File: config.mk
export PLATFORM = sky130hd
export DESIGN_NAME = spi_cpu_top
export DESIGN_NICKNAME = d
export VERILOG_FILES = /design/src/rtl/spi_cpu_pkg.sv /design/src/rtl/spi_fetch.sv /design/src/rtl/spi_cpu_top.sv
export SDC_FILE = /design/constraint.sdc
export NUM_CORES = 1
export LEC_CHECK = 0
export ABC_AREA = 0
export CAP_MARGIN = 10
export CORE_MARGIN = 4
export CORE_UTILIZATION = 47
export DETAILED_ROUTE_END_ITERATION = 10
export PLACE_DENSITY_LB_ADDON = 0.2
export SYNTH_ARGS = -nofsm -noshare
export SYNTH_HDL_FRONTEND = slang
export SYNTH_SLANG_ARGS = --single-unit
File: constraint.sdc
create_clock -name clk -period 6.1 [get_ports clk]
set_input_delay 1.525 -clock clk [delete_from_list [all_inputs] [get_ports clk]]
set_output_delay 1.525 -clock clk [all_outputs]
set_load 0.005 [all_outputs]
File: src/rtl/spi_cpu_pkg.sv
`default_nettype none
// +--------------------------------------------------------------------------+
// | spi_cpu_pkg : opcodes, FSM states, SPI command and uio pin map           |
// | Revision    : 1.0                                                        |
// +--------------------------------------------------------------------------+
package spi_cpu_pkg;

  localparam logic [3:0] OP_LDA  = 4'h0;
  localparam logic [3:0] OP_LDB  = 4'h1;
  localparam logic [3:0] OP_LDO  = 4'h2;
  localparam logic [3:0] OP_LDSA = 4'h3;
  localparam logic [3:0] OP_LDSB = 4'h4;
  localparam logic [3:0] OP_LSH  = 4'h5;
  localparam logic [3:0] OP_RSH  = 4'h6;
  localparam logic [3:0] OP_CLR  = 4'h7;
  localparam logic [3:0] OP_SNZA = 4'h8;
  localparam logic [3:0] OP_SNZS = 4'h9;
  localparam logic [3:0] OP_ADD  = 4'hA;
  localparam logic [3:0] OP_SUB  = 4'hB;
  localparam logic [3:0] OP_AND  = 4'hC;
  localparam logic [3:0] OP_OR   = 4'hD;
  localparam logic [3:0] OP_XOR  = 4'hE;
  localparam logic [3:0] OP_NOP  = 4'hF;

  localparam logic [7:0] SPI_READ_CMD = 8'h03;

  localparam int PIN_CS_N = 0;
  localparam int PIN_MOSI = 1;
  localparam int PIN_MISO = 2;
  localparam int PIN_SCK  = 3;

  typedef enum logic [2:0] {
    ST_IDLE = 3'd0,
    ST_CMD  = 3'd1,
    ST_ADDR = 3'd2,
    ST_DATA = 3'd3,
    ST_END  = 3'd4,
    ST_EXH  = 3'd5,
    ST_EXL  = 3'd6
  } state_e;

endpackage
`default_nettype wire

File: src/rtl/spi_fetch.sv
`default_nettype none
// +--------------------------------------------------------------------------+
// | spi_fetch : SPI mode-0 master, sends READ + address, returns one byte    |
// | Revision  : 1.0                                                          |
// +--------------------------------------------------------------------------+
module spi_fetch
  import spi_cpu_pkg::*;
#(
  parameter int ADDR_BITS = 8
) (
  input  logic                 clk,
  input  logic                 rst,
  input  logic                 ena_i,
  input  logic                 start_i,
  input  logic [ADDR_BITS-1:0] addr_i,
  input  logic                 miso_i,
  output logic                 idle_o,
  output logic                 done_o,
  output logic [7:0]           byte_o,
  output logic                 cs_n_o,
  output logic                 sck_o,
  output logic                 mosi_o
);

  localparam int TXW = 8 + ADDR_BITS;
  localparam int CW  = $clog2(TXW);

  state_e         state_q, state_d;
  logic [CW-1:0]  cnt_q, cnt_d, last_bit;
  logic           sck_q, sck_d;
  logic           cs_n_q, cs_n_d;
  logic [TXW-1:0] tx_q, tx_d;
  logic [7:0]     rx_q, rx_d;

  always_ff @(posedge clk or posedge rst) begin
    if (rst) begin
      state_q <= ST_IDLE;
      cnt_q   <= '0;
      sck_q   <= 1'b0;
      cs_n_q  <= 1'b1;
      tx_q    <= '0;
      rx_q    <= '0;
    end else begin
      state_q <= state_d;
      cnt_q   <= cnt_d;
      sck_q   <= sck_d;
      cs_n_q  <= cs_n_d;
      tx_q    <= tx_d;
      rx_q    <= rx_d;
    end
  end

  always_comb begin
    state_d  = state_q;
    cnt_d    = cnt_q;
    sck_d    = sck_q;
    cs_n_d   = cs_n_q;
    tx_d     = tx_q;
    rx_d     = rx_q;
    last_bit = (state_q == ST_ADDR) ? CW'(ADDR_BITS - 1) : CW'(7);
    case (state_q)
      ST_IDLE: begin
        // Command and address share one shift register; its MSB is MOSI.
        if (ena_i && start_i) begin
          state_d = ST_CMD;
          cs_n_d  = 1'b0;
          cnt_d   = '0;
          tx_d    = {SPI_READ_CMD, addr_i};
        end
      end
      ST_CMD, ST_ADDR, ST_DATA: begin
        if (ena_i) begin
          sck_d = ~sck_q;
          if (!sck_q) begin
            if (state_q == ST_DATA) rx_d = {rx_q[6:0], miso_i};
          end else begin
            tx_d = tx_q << 1;
            if (cnt_q == last_bit) begin
              cnt_d = '0;
              case (state_q)
                ST_CMD:  state_d = ST_ADDR;
                ST_ADDR: state_d = ST_DATA;
                default: begin
                  state_d = ST_END;
                  cs_n_d  = 1'b1;
                end
              endcase
            end else begin
              cnt_d = cnt_q + CW'(1);
            end
          end
        end
      end
      ST_END: begin
        if (ena_i) begin
          if (cnt_q == CW'(1)) begin
            state_d = ST_IDLE;
            cnt_d   = '0;
          end else begin
            cnt_d = cnt_q + CW'(1);
          end
        end
      end
      default: state_d = ST_IDLE;
    endcase
  end

  assign idle_o = (state_q == ST_IDLE);
  assign done_o = ena_i && (state_q == ST_END) && (cnt_q == CW'(1));
  assign byte_o = rx_q;
  assign cs_n_o = cs_n_q;
  assign sck_o  = sck_q;
  assign mosi_o = tx_q[TXW-1];

endmodule
`default_nettype wire

File: src/rtl/spi_cpu_top.sv
`default_nettype none
// +--------------------------------------------------------------------------+
// | spi_cpu_top : 4-bit-opcode CPU fetching its program from SPI RAM         |
// | Option      : SPI_CPU_DBG_PC_EN drives PC[3:0] on uio_out[7:4]           |
// | Revision    : 1.0                                                        |
// +--------------------------------------------------------------------------+
module spi_cpu_top
  import spi_cpu_pkg::*;
#(
  parameter int ADDR_BITS = 8
) (
  input  logic       clk,
  input  logic       rst,
  input  logic       ena,
  input  logic [7:0] ui_in,
  output logic [7:0] uo_out,
  input  logic [7:0] uio_in,
  output logic [7:0] uio_out,
  output logic [7:0] uio_oe
);

  state_e                 state_q, state_d;
  logic [7:0]             a_q, a_d, b_q, b_d, s_q, s_d, o_q, o_d, ir_q, ir_d;
  logic [ADDR_BITS-1:0]   pc_q, pc_d;
  logic                   skip_q, skip_d, valid_q, valid_d;
  logic [3:0]             nib;
  logic                   fetch_start, fetch_idle, fetch_done;
  logic [7:0]             fetch_byte;
  logic                   cs_n, sck, mosi;

  spi_fetch #(.ADDR_BITS(ADDR_BITS)) u_fetch (
    .clk     (clk),
    .rst     (rst),
    .ena_i   (ena),
    .start_i (fetch_start),
    .addr_i  (pc_q),
    .miso_i  (uio_in[PIN_MISO]),
    .idle_o  (fetch_idle),
    .done_o  (fetch_done),
    .byte_o  (fetch_byte),
    .cs_n_o  (cs_n),
    .sck_o   (sck),
    .mosi_o  (mosi)
  );

  always_ff @(posedge clk or posedge rst) begin
    if (rst) begin
      state_q <= ST_IDLE;
      a_q     <= '0;
      b_q     <= '0;
      s_q     <= '0;
      o_q     <= '0;
      ir_q    <= '0;
      pc_q    <= '0;
      skip_q  <= 1'b0;
      valid_q <= 1'b0;
    end else begin
      state_q <= state_d;
      a_q     <= a_d;
      b_q     <= b_d;
      s_q     <= s_d;
      o_q     <= o_d;
      ir_q    <= ir_d;
      pc_q    <= pc_d;
      skip_q  <= skip_d;
      valid_q <= valid_d;
    end
  end

  always_comb begin
    state_d     = state_q;
    a_d         = a_q;
    b_d         = b_q;
    s_d         = s_q;
    o_d         = o_q;
    ir_d        = ir_q;
    pc_d        = pc_q;
    skip_d      = skip_q;
    valid_d     = valid_q;
    fetch_start = 1'b0;
    nib         = (state_q == ST_EXH) ? ir_q[7:4] : ir_q[3:0];
    case (state_q)
      ST_IDLE: begin
        // The fetch engine owns CMD..END; this FSM waits here meanwhile.
        fetch_start = fetch_idle;
        if (fetch_done) begin
          ir_d    = fetch_byte;
          pc_d    = pc_q + ADDR_BITS'(1);
          state_d = ST_EXH;
        end
      end
      ST_EXH, ST_EXL: begin
        if (ena) begin
          state_d = (state_q == ST_EXH) ? ST_EXL : ST_IDLE;
          if (skip_q) begin
            skip_d = 1'b0;
          end else begin
            case (nib)
              OP_LDA:  a_d = {4'b0, ui_in[3:0]};
              OP_LDB:  b_d = {4'b0, ui_in[7:4]};
              OP_LDO:  begin o_d = s_q; valid_d = 1'b1; end
              OP_LDSA: a_d = s_q;
              OP_LDSB: b_d = s_q;
              OP_LSH:  a_d = a_q << 1;
              OP_RSH:  b_d = b_q >> 1;
              OP_CLR:  begin a_d = '0; b_d = '0; s_d = '0; end
              OP_SNZA: skip_d = (a_q != 8'd0);
              OP_SNZS: skip_d = (s_q != 8'd0);
              OP_ADD:  s_d = a_q + b_q;
              OP_SUB:  s_d = a_q - b_q;
              OP_AND:  s_d = a_q & b_q;
              OP_OR:   s_d = a_q | b_q;
              OP_XOR:  s_d = a_q ^ b_q;
              default: ;
            endcase
          end
        end
      end
      default: state_d = ST_IDLE;
    endcase
  end

  assign uo_out = {valid_q, o_q[6:0]};

  always_comb begin
    uio_out           = 8'h00;
    uio_out[PIN_CS_N] = cs_n;
    uio_out[PIN_MOSI] = mosi;
    uio_out[PIN_SCK]  = sck;
`ifdef SPI_CPU_DBG_PC_EN
    uio_out[7:4]      = pc_q[3:0];
`endif
  end

`ifdef SPI_CPU_DBG_PC_EN
  assign uio_oe = 8'b1111_1011;
`else
  assign uio_oe = 8'b0000_1011;
`endif

  logic unused_uio;
  assign unused_uio = &{1'b0, uio_in[7:3], uio_in[1:0]};

endmodule
`default_nettype wire

==> flow_metrics.env, run 1 <==
export IMPL_synth_most_common_cell="dfrtp_1"
export IMPL_drive_gt1_share_pct=10.1
export IMPL_path_cells="clkdlybuf4s50_1, nand2_1, nor3_2, and3_1, nand4_1, xnor2_1"
export IMPL_finalSetupViolations=0
export IMPL_ys_ff_latch=85
export IMPL_synth_area_mux_share_pct=9.84
export IMPL_grt_remaining_overflow=0
export IMPL_numPortBuffers=22
export IMPL_ir_drop_uv=178
export IMPL_yosysSeqAreaShare_pct=40.8
export IMPL_cts_num_sinks=85
export IMPL_wl_um=11700
export IMPL_max_freq_ghz=0.274
export IMPL_crit_family="simple AND/OR/NAND/NOR gates"
export IMPL_synth_cells_most_frequent="84 x dfrtp_1, 39 x nand2_1, 36 x nor2_1"
export IMPL_rows=38
export IMPL_syn_cell_area_um2=5210
export IMPL_drv_cap=0
export IMPL_hold_viol=0
export IMPL_die_y_um=113
export IMPL_grt_use_total_pct=18.8
export IMPL_antenna_found_initial=0
export IMPL_synth_async_reset_ratio_pct=100
export IMPL_crit_fanout=14
export IMPL_worst_pin_slew_ns=1.06
export IMPL_setup_ws_ns=2.44
export IMPL_synth_ff_type="dfrtp_1"
export IMPL_power_leakage_nw=2.55
export IMPL_ff2ff_path_depth=11
export IMPL_grt_max_degree=50
export IMPL_preCtsSetupSlack_ns=2.06
export IMPL_cp_endpoint="pc_q[6]"
export IMPL_final_nets=588
export IMPL_synth_xor_area_share_pct=3.53
export IMPL_postCtsSetupBuffers=0
export IMPL_synthCells=534
export IMPL_postCtsHoldBufs=0
export IMPL_synthTopCellsByArea="dfrtp_1 40%, ha_1 6.5%, mux2_2 5.2%, mux2i_1 3.8%, xnor2_1 3.2%"
export IMPL_slowest_stage="nor3_2"
export IMPL_slew_limit_headroom_pct=29.0
export IMPL_timing_reg2reg_setup_slack_ns=2.58
export IMPL_worstReg2RegEnd="s_q[6]"
export IMPL_cts_htree_levels=3
export IMPL_start_kind="primary input"
export IMPL_core_um2=10800
export IMPL_power_density_nw_per_um2=256
export IMPL_cts_root_buffer="clkbuf_8"
export IMPL_maxSlewViolCount=0
export IMPL_cts_buffers=9
export IMPL_setup_tns_final_ns=0
export IMPL_grt_pass1_wl_um=19200
export IMPL_dieArea_um2=12800
export IMPL_cp_depth=6
export IMPL_layout_worst_path_cycle_share_pct=59.9
export IMPL_synth_compound_gate_area_share_pct=17.7
export IMPL_worstReg2RegStart="state_q[0]"
export IMPL_synth_edf_count=0
export IMPL_hold_class="flip-flop to flip-flop"
export IMPL_startpoint="ena"
export IMPL_syn_to_final_growth_pct=7.95
export IMPL_grt_pass1_vias=3749
export IMPL_regArea_um2=2130
export IMPL_routed_via_density=5.90
export IMPL_ys_warnings_count=0
export IMPL_fin_crit_ns=3.66
export IMPL_clk_pin_slew_ns=0.09
export IMPL_clk_latency_ns=0.37
export IMPL_post_drt_wl_per_cell_um=17.1
export IMPL_first_pass_iters=5
export IMPL_drt_initial_drc_count=347
export IMPL_die_x_um=113
export IMPL_synthSimpleGateAreaFrac_pct=14.5
export IMPL_critical_path_class="primary input to flip-flop"
export IMPL_gp_congestion=0.902
export IMPL_synth_top_family_by_area="compound AO/OA/AOI/OAI gates"
export IMPL_diodes=0
export IMPL_n_fill_cell=979
export IMPL_vias=4039
export IMPL_cts_tree="yes"
export IMPL_path_buf_inv=1
export IMPL_start_util_pct=48.1
export IMPL_clockBufferDepth=2
export IMPL_cts_resized=0
export IMPL_io_pins=43
export IMPL_worstPathArrival_ns=3.91
export IMPL_yosysTopAreaCell="dfrtp_1"
export IMPL_rsz0062_at_grt="false"
export IMPL_dp_hpwl_um=8410
export IMPL_fin_skew_ns=0.0142
export IMPL_ys_types=64
export IMPL_synth_adder_area_share_pct=6.87
export IMPL_cp_end_kind="flip-flop"
export IMPL_drc=0
export IMPL_ant_nets=0
export IMPL_yosysTopAreaCellShare_pct=40.3
export IMPL_worst_ep_required_time_ns=6.36
export IMPL_max_stage_delay_ns=0.86
export IMPL_multi_input_area_um2=2790
export IMPL_status="completed"
export IMPL_syn_area_per_cell_um2=9.76
-- registers in the layout (all words and copies together), names as in the netlist, 7 cells and up --
register        count
a_q                 8
s_q                 8
pc_q                8
ir_q                8
u_fetch.tx_q       16
b_q                 8
o_q                 7
u_fetch.byte_o      8
-- layout by cell type, fill, tap and decap left out, types with 7 or more instances in the layout --
cell type | netlist | routed
dfrtp_1 | 84 | 84
nand2_1 | 39 | 39
nor2_1 | 36 | 36
a21oi_1 | 32 | 32
o21ai_0 | 31 | 31
ha_1 | 27 | 27
inv_1 | 27 | 26
mux2_2 | 24 | 24
clkdlybuf4s50_1 | 0 | 22
mux2i_1 | 20 | 20
xnor2_1 | 19 | 19
conb_1 | 2 | 13
clkbuf_8 | 0 | 11
nor2b_1 | 9 | 9
a22o_1 | 9 | 9
nand3_1 | 8 | 8
nor3_1 | 8 | 8
nand2b_1 | 7 | 7
o31ai_1 | 7 | 7
a22oi_1 | 7 | 7
-- report_power, final --
group | internal [mW] | leakage, nW | switching, mW
logic | 0.142 | 1.34 | 0.183
clock network | 0.170 | 0.0880 | 0.213
registers | 0.639 | 1.13 | 0.0922
total | 0.951 | 2.55 | 0.487
-- cells by family after synthesis --
family | after synthesis
buffers and inverters | 68
AOI/OAI and AO/OA | 137
other | 2
adders and majority gates | 28
muxes | 47
xor gates and xnor gates | 21
and+or+nand+nor | 146
DFF | 85
-- layer usage --
layer / wire length [um] / up-vias / share of wire [%] / GRT usage [%]
met5: 0 / - / 0 / 0
met4: 274 / 0 / 2.3 / 8.41
met3: 553 / 21 / 4.7 / 3.16
met2: 5270 / 127 / 45 / 28.8
met1: 5640 / 1979 / 48 / 26.4
li1: - / 1912 / - / -
-- per-stage QoR --
stage / instance area [um2] / power, mW / instances / util (%) / hold WS, ns
finish: 5630 / 1.44 / 685 / 51.9 / 0.476
global route: 5630 / 1.53 / 685 / 51.9 / 0.505
CTS: 5630 / 1.45 / 685 / 51.9 / 0.480
detailed placement: 5440 / 1.06 / 670 / 50.2 / 0.455
global placement: 5440 / 1.05 / 670 / 50.2 / 0.452
floorplan: 5250 / 0.976 / 545 / - / 0.436
-- cell type report --
type / instances / share of cell area, %
Clock inverter: 4 / 0.578
Timing Repair Buffer: 26 / 4.45
Tap cell: 140 / 3.11
Clock buffer: 11 / 2.69
Sequential cell: 85 / 37.8
Multi-Input combinational cell: 392 / 49.5
Inverter: 27 / 1.82
-- how the worst min path moves through the flow --
stage,depth (start not counted),end,from,slack [ns]
floorplan,1,valid_q,valid_q,0.44
global placement,1,valid_q,valid_q,0.45
detailed placement,1,valid_q,valid_q,0.46
CTS,1,valid_q,valid_q,0.48
global route,1,pc_q[7],pc_q[7],0.50
finish,1,valid_q,valid_q,0.48
(Power assumes the default switching activity.)
==> run 2, diff against run 1 <==
==> constraint.sdc (replaced) <==
create_clock -name clk -period 3 [get_ports clk]
set_input_delay 0.75 -clock clk [delete_from_list [all_inputs] [get_ports clk]]
set_output_delay 0.75 -clock clk [all_outputs]
set_load 0.005 [all_outputs]
==> flow_metrics.env, run 2 (synthesis results as in run 1) <==
export IMPL_largest_reg_flops=16
export IMPL_wl_met2_um=5550
export IMPL_multi_input_area_um2=2790
export IMPL_hold_class="flip-flop to flip-flop"
export IMPL_regMostFlops="u_fetch.tx_q"
export IMPL_layout_commonest_cell="dfrtp_1"
export IMPL_preCtsSetupSlack_ns=0.186
export IMPL_slowest_stage="fa_1"
export IMPL_cts_tree="yes"
export IMPL_ir_drop_uv=373
export IMPL_drc=0
export IMPL_clockPowerShare_pct=26.6
export IMPL_drt_initial_drc_count=342
export IMPL_clk_pin_slew_ns=0.09
export IMPL_numPortBuffers=22
export IMPL_clk_latency_ns=0.38
export IMPL_postCtsHoldBufs=0
export IMPL_wl_um=12200
export IMPL_dieArea_um2=12800
export IMPL_p_int_mw=1.94
export IMPL_die_x_um=113
export IMPL_setup_tns_final_ns=0
export IMPL_ant_nets=0
export IMPL_grt_use_total_pct=19.7
export IMPL_worstPathArrival_ns=3.09
export IMPL_worst_ep_required_time_ns=3.27
export IMPL_slew_limit_headroom_pct=37.1
export IMPL_cp_end_kind="flip-flop"
export IMPL_path_buf_inv=0
export IMPL_post_route_util_pct=53.6
export IMPL_cts_buffers=9
export IMPL_first_pass_iters=7
export IMPL_postCtsSetupBuffers=0
export IMPL_crit_family="multiplexers"
export IMPL_power_leakage_nw=2.66
export IMPL_clockBufferDepth=2
export IMPL_io_pins=43
export IMPL_routed_via_density=5.72
export IMPL_post_place_cells=692
export IMPL_layout_worst_path_cycle_share_pct=94.1
export IMPL_fin_crit_ns=2.82
export IMPL_die_y_um=113
export IMPL_grt_max_degree=50
export IMPL_rsz0062_at_grt="false"
export IMPL_hold_viol=0
export IMPL_p_sw_mw=1.01
export IMPL_gp_congestion=0.921
export IMPL_path_cells="nand3b_1, mux2i_2, mux2_2, fa_1, nor2b_1, nor3_1, o21bai_1, a21oi_1, xnor2_1, a221o_1"
export IMPL_highest_layer="met4"
export IMPL_antenna_found_initial=0
export IMPL_max_freq_ghz=0.354
export IMPL_finalSetupViolations=0
export IMPL_layout_common_cells="84 x dfrtp_1, 39 x nand2_1, 36 x nor2_1, 32 x a21oi_1, 31 x o21ai_0"
export IMPL_switching_share_pct=34.3
export IMPL_drive_gt1_share_pct=13.7
export IMPL_setup_ws_ns=0.177
export IMPL_drv_cap=0
export IMPL_power_density_nw_per_um2=509
export IMPL_maxSlewViolCount=0
export IMPL_grt_remaining_overflow=0
export IMPL_start_kind="flip-flop"
export IMPL_critical_path_class="flip-flop to flip-flop"
export IMPL_cts_resized=0
export IMPL_cts_num_sinks=85
export IMPL_power_frac_seq_pct=49.5
export IMPL_fin_skew_ns=0.0149
export IMPL_syn_to_final_growth_pct=11.4
export IMPL_regArea_um2=2130
export IMPL_stdcell_count=708
export IMPL_hold_worst_slack_ns=0.475
export IMPL_post_drt_wl_per_cell_um=17.2
export IMPL_wl_met3_um=657
export IMPL_dp_hpwl_um=9010
export IMPL_n_fill_cell=993
export IMPL_combPwrFrac_pct=23.8
export IMPL_vias=4051
export IMPL_wirelength_met1_um=5690
export IMPL_rows=38
export IMPL_crit_fanout=2
export IMPL_max_stage_delay_ns=0.46
export IMPL_core_um2=10800
export IMPL_cts_htree_levels=3
export IMPL_start_util_pct=48.1
export IMPL_worst_pin_slew_ns=0.942
export IMPL_status="completed"
export IMPL_final_nets=610
export IMPL_grt_pass1_vias=3903
export IMPL_diodes=0
export IMPL_cts_root_buffer="clkbuf_8"
export IMPL_grt_pass1_wl_um=19900
run 2: metrics by stage:
stage          area [um2]  power (mW)
6_report             5810        2.96
5_1_grt              5810        3.15
4_1_cts              5800        2.98
3_5_place_dp         5620        2.19
3_3_place_gp         5620        2.16
2_1_floorplan        5250        1.98
run 2: per-layer routing:
metal	GRT usage (%)	vias to the layer above
met1	26.9	1937
met5	0	-
met4	7.93	0
met2	30.8	130
met3	3.74	23
li1	-	1961
run 2: final cells by class:
cell class	count	area share (%)
multi-input cells	392	48.1
repair buffers	48	7.37
clock buffers	11	2.43
inverters	27	1.77
flip-flops and latches	85	36.7
well taps	140	3.02
clock inverters	5	0.711
run 2: final timing paths:
| path | start | to | slack, ns | cells after the start |
|---|---|---|---|---|
| setup / recovery | state_q[1] | s_q[6] | 0.18 | 10 |
| hold / removal | pc_q[7] | pc_q[7] | 0.47 | 1 |
| setup reg to reg | state_q[1] | s_q[6] | 0.18 | 10 |
| hold reg to reg | pc_q[7] | pc_q[7] | 0.47 | 1 |
| max in group asynchronous | rst | s_q[1] | 1.76 | 3 |
| min in group asynchronous | rst | valid_q | 0.63 | 2 |
run 2: power by group through the flow:
stage	Combinational (mW)	Clock, mW	Sequential [mW]
final	0.704	0.788	1.47
after global routing	0.796	0.863	1.49
after global placement	0.681	0	1.48
after floorplan	0.571	0	1.41
after detailed placement	0.707	0	1.48
after CTS	0.709	0.808	1.46
